**src/rtl/axi_read_arbiter_if.sv**
```systemverilog
// Signal bundle between the fetch/load requesters, the read arbiter and the
// AXI read-address/read-data channels. The master modport is the arbiter's
// view; the slave modport is the view of everything around it.
interface axi_read_arbiter_if #(
    parameter int ID_WIDTH   = 13,
    parameter int ADDR_WIDTH = 64,
    parameter int DATA_WIDTH = 64
);
    // requester 0 (instruction fetch)
    logic                  req0_valid;
    logic [ADDR_WIDTH-1:0] req0_addr;
    logic                  req0_ready;
    logic                  resp0_valid;
    logic [DATA_WIDTH-1:0] resp0_data;
    logic                  resp0_last;
    logic                  resp0_err;
    // requester 1 (data load)
    logic                  req1_valid;
    logic [ADDR_WIDTH-1:0] req1_addr;
    logic                  req1_ready;
    logic                  resp1_valid;
    logic [DATA_WIDTH-1:0] resp1_data;
    logic                  resp1_last;
    logic                  resp1_err;
    // AXI read address channel
    logic [ID_WIDTH-1:0]   m_axi_arid;
    logic [ADDR_WIDTH-1:0] m_axi_araddr;
    logic [7:0]            m_axi_arlen;
    logic [2:0]            m_axi_arsize;
    logic [1:0]            m_axi_arburst;
    logic                  m_axi_arlock;
    logic [3:0]            m_axi_arcache;
    logic [2:0]            m_axi_arprot;
    logic                  m_axi_arvalid;
    logic                  m_axi_arready;
    // AXI read data channel
    logic [ID_WIDTH-1:0]   m_axi_rid;
    logic [DATA_WIDTH-1:0] m_axi_rdata;
    logic [1:0]            m_axi_rresp;
    logic                  m_axi_rlast;
    logic                  m_axi_rvalid;
    logic                  m_axi_rready;

    modport master (
        input  req0_valid, req0_addr, req1_valid, req1_addr,
        output req0_ready, resp0_valid, resp0_data, resp0_last, resp0_err,
        output req1_ready, resp1_valid, resp1_data, resp1_last, resp1_err,
        output m_axi_arid, m_axi_araddr, m_axi_arlen, m_axi_arsize, m_axi_arburst,
        output m_axi_arlock, m_axi_arcache, m_axi_arprot, m_axi_arvalid,
        input  m_axi_arready,
        input  m_axi_rid, m_axi_rdata, m_axi_rresp, m_axi_rlast, m_axi_rvalid,
        output m_axi_rready
    );

    modport slave (
        output req0_valid, req0_addr, req1_valid, req1_addr,
        input  req0_ready, resp0_valid, resp0_data, resp0_last, resp0_err,
        input  req1_ready, resp1_valid, resp1_data, resp1_last, resp1_err,
        input  m_axi_arid, m_axi_araddr, m_axi_arlen, m_axi_arsize, m_axi_arburst,
        input  m_axi_arlock, m_axi_arcache, m_axi_arprot, m_axi_arvalid,
        output m_axi_arready,
        output m_axi_rid, m_axi_rdata, m_axi_rresp, m_axi_rlast, m_axi_rvalid,
        input  m_axi_rready
    );
endinterface

```
**src/rtl/axi_read_arbiter.sv**
```systemverilog
// Round-robin arbiter sharing one AXI read channel pair between the fetch
// (port 0) and load (port 1) line-fill requesters. One outstanding 8-beat
// 64-bit wrapping burst at a time; returned beats are registered and steered
// to the granted port, with a burst error reported alongside the last beat.
module axi_read_arbiter #(
    parameter int ID_WIDTH   = 13,
    parameter int ADDR_WIDTH = 64,
    parameter int DATA_WIDTH = 64
) (
    input logic                clk,
    input logic                reset,
    axi_read_arbiter_if.master bus
);

    typedef enum logic [1:0] {
        IDLE = 2'd0,
        ADDR = 2'd1,
        DATA = 2'd2
    } state_e;

    state_e                state_q, state_d;
    logic                  last_grant_q, last_grant_d;
    logic                  grant_q, grant_d;
    logic [ADDR_WIDTH-1:0] araddr_q, araddr_d;
    logic                  arvalid_q, arvalid_d;
    logic                  rready_q, rready_d;
    logic [1:0]            req_ready_q, req_ready_d;
    logic [1:0]            resp_valid_q, resp_valid_d;
    logic [1:0]            resp_last_q, resp_last_d;
    logic [1:0]            resp_err_q, resp_err_d;
    logic [DATA_WIDTH-1:0] resp_data_q, resp_data_d;
    logic [2:0]            beat_cnt_q, beat_cnt_d;
    logic                  err_q, err_d;

    logic                  pick;
    logic [ADDR_WIDTH-1:0] pick_addr;
    logic                  beat;
    logic                  beat_err;
    logic [ID_WIDTH-1:0]   grant_id;

    // Next-state, arbitration and beat steering.
    always_comb begin
        state_d      = state_q;
        last_grant_d = last_grant_q;
        grant_d      = grant_q;
        araddr_d     = araddr_q;
        arvalid_d    = arvalid_q;
        rready_d     = rready_q;
        req_ready_d  = '0;
        resp_valid_d = '0;
        resp_last_d  = '0;
        resp_err_d   = '0;
        resp_data_d  = resp_data_q;
        beat_cnt_d   = beat_cnt_q;
        err_d        = err_q;

        // Tie goes to the port not granted last; otherwise whoever asks.
        pick      = (bus.req0_valid && bus.req1_valid) ? ~last_grant_q : bus.req1_valid;
        pick_addr = pick ? bus.req1_addr : bus.req0_addr;
        grant_id  = ID_WIDTH'(grant_q);
        beat      = rready_q && bus.m_axi_rvalid;
        beat_err  = (bus.m_axi_rresp != 2'b00)
                  || (bus.m_axi_rlast && (beat_cnt_q != 3'd7))
                  || (bus.m_axi_rid != grant_id);

        case (state_q)
            IDLE: begin
                if (bus.req0_valid || bus.req1_valid) begin
                    grant_d      = pick;
                    last_grant_d = pick;
                    araddr_d     = {pick_addr[ADDR_WIDTH-1:3], 3'b000};
                    arvalid_d    = 1'b1;
                    state_d      = ADDR;
                end
            end
            ADDR: begin
                if (bus.m_axi_arready) begin
                    arvalid_d            = 1'b0;
                    rready_d             = 1'b1;
                    req_ready_d[grant_q] = 1'b1;
                    beat_cnt_d           = '0;
                    err_d                = 1'b0;
                    state_d              = DATA;
                end
            end
            DATA: begin
                if (beat) begin
                    resp_valid_d[grant_q] = 1'b1;
                    resp_last_d[grant_q]  = bus.m_axi_rlast;
                    resp_err_d[grant_q]   = bus.m_axi_rlast && (err_q || beat_err);
                    resp_data_d           = bus.m_axi_rdata;
                    beat_cnt_d            = beat_cnt_q + 3'd1;
                    err_d                 = err_q || beat_err;
                    // A counter wrap alone never ends the burst; only rlast does.
                    if (bus.m_axi_rlast) begin
                        rready_d = 1'b0;
                        state_d  = IDLE;
                    end
                end
            end
            default: state_d = IDLE;
        endcase
    end

    // State and registered outputs; reset abandons any transaction in flight.
    always_ff @(posedge clk) begin
        if (reset) begin
            state_q      <= IDLE;
            last_grant_q <= 1'b1;
            grant_q      <= 1'b0;
            araddr_q     <= '0;
            arvalid_q    <= 1'b0;
            rready_q     <= 1'b0;
            req_ready_q  <= '0;
            resp_valid_q <= '0;
            resp_last_q  <= '0;
            resp_err_q   <= '0;
            resp_data_q  <= '0;
            beat_cnt_q   <= '0;
            err_q        <= 1'b0;
        end else begin
            state_q      <= state_d;
            last_grant_q <= last_grant_d;
            grant_q      <= grant_d;
            araddr_q     <= araddr_d;
            arvalid_q    <= arvalid_d;
            rready_q     <= rready_d;
            req_ready_q  <= req_ready_d;
            resp_valid_q <= resp_valid_d;
            resp_last_q  <= resp_last_d;
            resp_err_q   <= resp_err_d;
            resp_data_q  <= resp_data_d;
            beat_cnt_q   <= beat_cnt_d;
            err_q        <= err_d;
        end
    end

    assign bus.m_axi_arid    = ID_WIDTH'(grant_q);
    assign bus.m_axi_araddr  = araddr_q;
    assign bus.m_axi_arlen   = 8'h07;
    assign bus.m_axi_arsize  = 3'h3;
    assign bus.m_axi_arburst = 2'b10;
    assign bus.m_axi_arlock  = 1'b0;
    assign bus.m_axi_arcache = 4'h0;
    assign bus.m_axi_arprot  = 3'h6;
    assign bus.m_axi_arvalid = arvalid_q;
    assign bus.m_axi_rready  = rready_q;

    assign bus.req0_ready  = req_ready_q[0];
    assign bus.resp0_valid = resp_valid_q[0];
    assign bus.resp0_data  = resp_data_q;
    assign bus.resp0_last  = resp_last_q[0];
    assign bus.resp0_err   = resp_err_q[0];
    assign bus.req1_ready  = req_ready_q[1];
    assign bus.resp1_valid = resp_valid_q[1];
    assign bus.resp1_data  = resp_data_q;
    assign bus.resp1_last  = resp_last_q[1];
    assign bus.resp1_err   = resp_err_q[1];

endmodule

```
**src/flat_wrapper.sv**
```systemverilog
// flat-port wrapper written by rule: the top's interface ports become plain ports
module axi_read_arbiter_flat 
#(
    parameter int ID_WIDTH   = 13,
    parameter int ADDR_WIDTH = 64,
    parameter int DATA_WIDTH = 64
)
  (clk, reset, bus_req0_valid, bus_req0_addr, bus_req1_valid, bus_req1_addr, bus_req0_ready, bus_resp0_valid, bus_resp0_data, bus_resp0_last, bus_resp0_err, bus_req1_ready, bus_resp1_valid, bus_resp1_data, bus_resp1_last, bus_resp1_err, bus_m_axi_arid, bus_m_axi_araddr, bus_m_axi_arlen, bus_m_axi_arsize, bus_m_axi_arburst, bus_m_axi_arlock, bus_m_axi_arcache, bus_m_axi_arprot, bus_m_axi_arvalid, bus_m_axi_arready, bus_m_axi_rid, bus_m_axi_rdata, bus_m_axi_rresp, bus_m_axi_rlast, bus_m_axi_rvalid, bus_m_axi_rready);
  axi_read_arbiter_if #(.ID_WIDTH(ID_WIDTH), .ADDR_WIDTH(ADDR_WIDTH), .DATA_WIDTH(DATA_WIDTH)) bus_i ();
  input logic clk;
  input logic reset;
  input wire logic [$bits(bus_i.req0_valid)-1:0] bus_req0_valid;
  input wire logic [$bits(bus_i.req0_addr)-1:0] bus_req0_addr;
  input wire logic [$bits(bus_i.req1_valid)-1:0] bus_req1_valid;
  input wire logic [$bits(bus_i.req1_addr)-1:0] bus_req1_addr;
  output wire logic [$bits(bus_i.req0_ready)-1:0] bus_req0_ready;
  output wire logic [$bits(bus_i.resp0_valid)-1:0] bus_resp0_valid;
  output wire logic [$bits(bus_i.resp0_data)-1:0] bus_resp0_data;
  output wire logic [$bits(bus_i.resp0_last)-1:0] bus_resp0_last;
  output wire logic [$bits(bus_i.resp0_err)-1:0] bus_resp0_err;
  output wire logic [$bits(bus_i.req1_ready)-1:0] bus_req1_ready;
  output wire logic [$bits(bus_i.resp1_valid)-1:0] bus_resp1_valid;
  output wire logic [$bits(bus_i.resp1_data)-1:0] bus_resp1_data;
  output wire logic [$bits(bus_i.resp1_last)-1:0] bus_resp1_last;
  output wire logic [$bits(bus_i.resp1_err)-1:0] bus_resp1_err;
  output wire logic [$bits(bus_i.m_axi_arid)-1:0] bus_m_axi_arid;
  output wire logic [$bits(bus_i.m_axi_araddr)-1:0] bus_m_axi_araddr;
  output wire logic [$bits(bus_i.m_axi_arlen)-1:0] bus_m_axi_arlen;
  output wire logic [$bits(bus_i.m_axi_arsize)-1:0] bus_m_axi_arsize;
  output wire logic [$bits(bus_i.m_axi_arburst)-1:0] bus_m_axi_arburst;
  output wire logic [$bits(bus_i.m_axi_arlock)-1:0] bus_m_axi_arlock;
  output wire logic [$bits(bus_i.m_axi_arcache)-1:0] bus_m_axi_arcache;
  output wire logic [$bits(bus_i.m_axi_arprot)-1:0] bus_m_axi_arprot;
  output wire logic [$bits(bus_i.m_axi_arvalid)-1:0] bus_m_axi_arvalid;
  input wire logic [$bits(bus_i.m_axi_arready)-1:0] bus_m_axi_arready;
  input wire logic [$bits(bus_i.m_axi_rid)-1:0] bus_m_axi_rid;
  input wire logic [$bits(bus_i.m_axi_rdata)-1:0] bus_m_axi_rdata;
  input wire logic [$bits(bus_i.m_axi_rresp)-1:0] bus_m_axi_rresp;
  input wire logic [$bits(bus_i.m_axi_rlast)-1:0] bus_m_axi_rlast;
  input wire logic [$bits(bus_i.m_axi_rvalid)-1:0] bus_m_axi_rvalid;
  output wire logic [$bits(bus_i.m_axi_rready)-1:0] bus_m_axi_rready;
  assign bus_i.req0_valid = bus_req0_valid;
  assign bus_i.req0_addr = bus_req0_addr;
  assign bus_i.req1_valid = bus_req1_valid;
  assign bus_i.req1_addr = bus_req1_addr;
  assign bus_req0_ready = bus_i.req0_ready;
  assign bus_resp0_valid = bus_i.resp0_valid;
  assign bus_resp0_data = bus_i.resp0_data;
  assign bus_resp0_last = bus_i.resp0_last;
  assign bus_resp0_err = bus_i.resp0_err;
  assign bus_req1_ready = bus_i.req1_ready;
  assign bus_resp1_valid = bus_i.resp1_valid;
  assign bus_resp1_data = bus_i.resp1_data;
  assign bus_resp1_last = bus_i.resp1_last;
  assign bus_resp1_err = bus_i.resp1_err;
  assign bus_m_axi_arid = bus_i.m_axi_arid;
  assign bus_m_axi_araddr = bus_i.m_axi_araddr;
  assign bus_m_axi_arlen = bus_i.m_axi_arlen;
  assign bus_m_axi_arsize = bus_i.m_axi_arsize;
  assign bus_m_axi_arburst = bus_i.m_axi_arburst;
  assign bus_m_axi_arlock = bus_i.m_axi_arlock;
  assign bus_m_axi_arcache = bus_i.m_axi_arcache;
  assign bus_m_axi_arprot = bus_i.m_axi_arprot;
  assign bus_m_axi_arvalid = bus_i.m_axi_arvalid;
  assign bus_i.m_axi_arready = bus_m_axi_arready;
  assign bus_i.m_axi_rid = bus_m_axi_rid;
  assign bus_i.m_axi_rdata = bus_m_axi_rdata;
  assign bus_i.m_axi_rresp = bus_m_axi_rresp;
  assign bus_i.m_axi_rlast = bus_m_axi_rlast;
  assign bus_i.m_axi_rvalid = bus_m_axi_rvalid;
  assign bus_m_axi_rready = bus_i.m_axi_rready;
  axi_read_arbiter #(.ID_WIDTH(ID_WIDTH), .ADDR_WIDTH(ADDR_WIDTH), .DATA_WIDTH(DATA_WIDTH)) u_core (.clk(clk), .reset(reset), .bus(bus_i));
endmodule
```
**config.mk**
```make
export PLATFORM = sky130hd
export DESIGN_NAME = axi_read_arbiter_flat
export DESIGN_NICKNAME = d
export VERILOG_FILES = /design/src/rtl/axi_read_arbiter_if.sv /design/src/rtl/axi_read_arbiter.sv /design/src/flat_wrapper.sv
export SDC_FILE = /design/constraint.sdc
export NUM_CORES = 1
export LEC_CHECK = 0
export CELL_PAD_IN_SITES_DETAIL_PLACEMENT = 0
export CELL_PAD_IN_SITES_GLOBAL_PLACEMENT = 1
export CORE_AREA = 2 2 173 175
export CTS_CLUSTER_DIAMETER = 30
export DETAILED_ROUTE_END_ITERATION = 8
export DIE_AREA = 0 0 175 177
export GPL_TIMING_DRIVEN = 0
export HOLD_SLACK_MARGIN = 0.02
export PLACE_DENSITY_LB_ADDON = 0.12
export SYNTH_ARGS = -nofsm -noshare
export SYNTH_HDL_FRONTEND = slang
export SYNTH_SLANG_ARGS = --single-unit
```
**constraint.sdc**
```tcl
create_clock -name clk -period 1.6 [get_ports clk]
set_clock_uncertainty 0.1 [all_clocks]
set_input_delay 0.32 -clock clk [delete_from_list [all_inputs] [get_ports clk]]
set_output_delay 0.32 -clock clk [all_outputs]
set_load 0.05 [all_outputs]
```
==> flow_summary.yaml <==
sta:
  finalCriticalPeriod_ns: 1.60
  timing_hold_violations_final: 0
  tightest_slew_ns: 0.843
  rsz0062_at_grt: "yes"
  whs_ns: 0.0877
  slew-limit-headroom: 0.438
  finalSetupViolCount: 0
  slew_viol_final: 0
  timing.final.crit_share: 0.999
  max_freq_mhz: 626
routing:
  via_per_inst: 4.14
  first_pass_iters: 5
  ant_nets: 0
  vias: 6629
  drt_iter0_markers: 258
  routedWlPerCell_um: 17.0
  drc: 0
  wirelength_mm: 27.2
pwr:
  ir_drop_uv: 556
  p_int_mw: 7.47
  powerDensity_nw_per_um2: 938
  seqPwrFrac: 0.351
  sw_frac_of_total: 0.329
  clockPowerShare: 0.364
  p_comb_frac: 0.285
  power.leakage_nw: 4.97
  p_switching_mw: 3.66
yosys:
  synth_seq_cells: 143
  yosys.area.top_type: "dfxtp_1"
  yosys-top-cells-area: "dfxtp_1 (42%), buf_4 (12%), a211oi_2 (11%), a21oi_1 (10%), mux2i_1 (9.0%)"
  netlist_area_um2: 6780
  ys_async_sr_fraction: 0
  synth_cell_type_count: 37
  syn_inst: 734
  synth.avg_cell_area_um2: 9.24
  netlist.area_leader.share: 0.422
  yosysWarnings: 0
  ys.flop_type: "dfxtp_1"
  synth_edf_count: 0
  seq_area_frac_synth: 0.422
floorplanning:
  core_region_area_um2: 29200
  die_x_um: 175
  start_util: 0.232
  fp.dieArea_um2: 31000
  die_height_um: 177
  rows: 63
  io_pins: 450
clock_tree:
  tritoncts: "done"
  cts_buffer_depth: 2
  numCtsBuffers: 17
  clock_latency_ns: 0.42
  cts_root_buf: "clkbuf_16"
  clkSinkCount: 143
  htree_levels: 4
  clkSlewWorstSetupHoldPaths_ns: 0.06
global_route:
  grt_max_degree: 17
  antenna_found_initial: 0
  first_global_vias: 6660
  track_usage: 0.168
  grt_pass1_wl_mm: 39.6
  grt_overflow_total: 0
setup_path:
  path_common_cell: "buf_12"
  timing.reg2reg.setup_slack_ns: 0.09
  worstPathArrival_ns: 1.76
  crit_chain: "clkdlybuf4s50_1 > a21boi_2 > buf_12 > buf_12 > mux2i_4 > a211oi_2"
  crit_slowest_cell: "clkdlybuf4s50_1"
  worst_setup_path_end_kind: "flop"
  critPathRequiredTime_ns: 1.77
  crit_fanout: 10
  cp-start-kind: "primary input"
  max_stage_delay_ns: 0.48
  critical_path_class: "primary input to flop"
placed_design:
  hpwl_mm: 21.2
  placed_area_um2: 11500
  placement.io_buffers: 406
  gp_congestion: 0.715
layout:
  nNetsFinal: 1413
  drive_above_1_share: 0.403
  fin_area_um2: 11900
  multiInputGateArea_um2: 3180
  seq_area_um2: 2880
  fill_cells: 2989
  areaGrowthSynthToFinish_pct: 75.0
job:
  max_cap_violations: 0
hold_path:
  holdCritPathClass: "primary input to flop"
outcome:
  status: "completed"
worst max-delay path: cells and delay by family:
| family | cells | cell delay [ns] |
|---|---|---|
| AO/OA/AOI/OAI | 2 | 0.31 |
| buffers and inverters | 3 | 0.84 |
| multiplexers | 1 | 0.29 |
power by group through the flow:
stage | combinational (mW) | clock, mW | sequential [mW]
2_1_floorplan | 1.19 | 0 | 4.70
3_3_place_gp | 3.15 | 0 | 3.99
3_5_place_dp | 3.15 | 0 | 3.99
4_1_cts | 3.18 | 4.19 | 3.91
5_1_grt | 3.34 | 4.34 | 3.94
6_report | 3.17 | 4.06 | 3.91
final cells by class:
cell class	instances	area share
antenna	1	0.000211
buffer	159	0.103
clock buffer	21	0.0388
clock inverter	11	0.0109
inverter	3	0.000949
multi-input combinational	461	0.268
sequential	143	0.242
tap	390	0.0411
timing repair buffer	412	0.295
worst paths after layout:
path	start	endpoint	cells after the start
worst max register to register	u_core.last_grant_q	u_core.bus.m_axi_araddr[26]	5
worst min-delay path	reset	u_core.resp_last_q[0]	2
worst max-delay path	bus_req1_valid	u_core.bus.m_axi_araddr[26]	6
worst min register to register	u_core.bus.m_axi_arvalid	u_core.bus.m_axi_arvalid	2
cell usage in the layout (no fill, tap or decap), types with 3 or more instances in the layout:
master | synthesis | routed
clkbuf_4 | 0 | 36
nand2_1 | 135 | 135
mux2i_4 | 0 | 12
clkdlybuf4s15_2 | 0 | 29
inv_6 | 0 | 4
conb_1 | 2 | 36
buf_12 | 0 | 7
clkbuf_16 | 0 | 18
buf_2 | 14 | 113
a211oi_2 | 60 | 60
buf_4 | 110 | 141
a21oi_1 | 135 | 135
dfxtp_2 | 0 | 10
nand3_1 | 3 | 3
mux2i_1 | 61 | 31
clkdlybuf4s50_1 | 0 | 205
mux2i_2 | 0 | 18
clkbuf_1 | 26 | 13
buf_1 | 4 | 3
dfxtp_1 | 143 | 133
clkbuf_2 | 0 | 8
clkdlybuf4s18_2 | 0 | 5
nor3_1 | 3 | 3
buf_6 | 7 | 11
inv_1 | 3 | 3
layer usage:
layer / global-route usage / wire length (µm) / vias up
li1: - / - / 3331
met1: 0.194 / 11100 / 3009
met2: 0.297 / 13400 / 281
met3: 0.0627 / 2520 / 8
met4: 0.0351 / 138 / 0
met5: 0 / 0 / -
cells in the mapped netlist, types with 2 or more instances:
cell type    n
buf_1        4
nand4b_1     2
ha_1         2
conb_1       2
nor3b_1      2
a21boi_1     2
buf_2       14
a21oi_1    135
dfxtp_1    143
nand3_1      3
nor4_1       2
nor3_1       3
nand2_1    135
buf_4      110
buf_6        7
a211oi_2    60
clkbuf_1    26
inv_1        3
mux2i_1     61
state kept, by name (all words and copies together) (netlist names):
register                  flops
u_core.beat_cnt_q             3
u_core.resp_valid_q           2
u_core.req_ready_q            2
u_core.bus.resp0_data        64
u_core.grant_q                1
u_core.resp_last_q            2
u_core.last_grant_q           1
u_core.state_q                2
u_core.resp_err_q             2
u_core.err_q                  1
u_core.bus.m_axi_araddr      61
u_core.bus.m_axi_arvalid      1
u_core.bus.m_axi_rready       1
metrics by stage:
stage                     setup TNS, ns  instances  setup slack [ns]  total power [mW]   util
after floorplan                       0        768             0.106              5.89      -
after global placement           -81.46       1564            -0.775              7.13  0.392
after detailed placement         -81.95       1564            -0.770              7.14  0.392
after CTS                      -0.00897       1597          -0.00486              11.3  0.403
after global routing             -0.192       1600           -0.0264              11.6  0.406
final                                 0       1601           0.00129              11.1  0.406
cells by family after synthesis:
kind of cell    Yosys count  synth area share
mux                      61            0.0901
fa+ha+maj                 2           0.00369
xor+xnor                  1           0.00129
flops                   143             0.422
compound gates          203             0.220
simple gates            158            0.0993
buf+inv                 164             0.162
other cells               2           0.00111
what timing repair did:
| action | 4_1_cts | 5_1_grt |
|---|---|---|
| endpoints found under the setup margin | 331 | 181 |
| hold buffers | 0 | 0 |
| gates resized for setup | 950 | 163 |
| buffers inserted | 3 | 2 |
| pin swaps | 0 | 0 |
| gates cloned | 0 | 1 |
No activity file was read; power rests on OpenSTA's default activity.
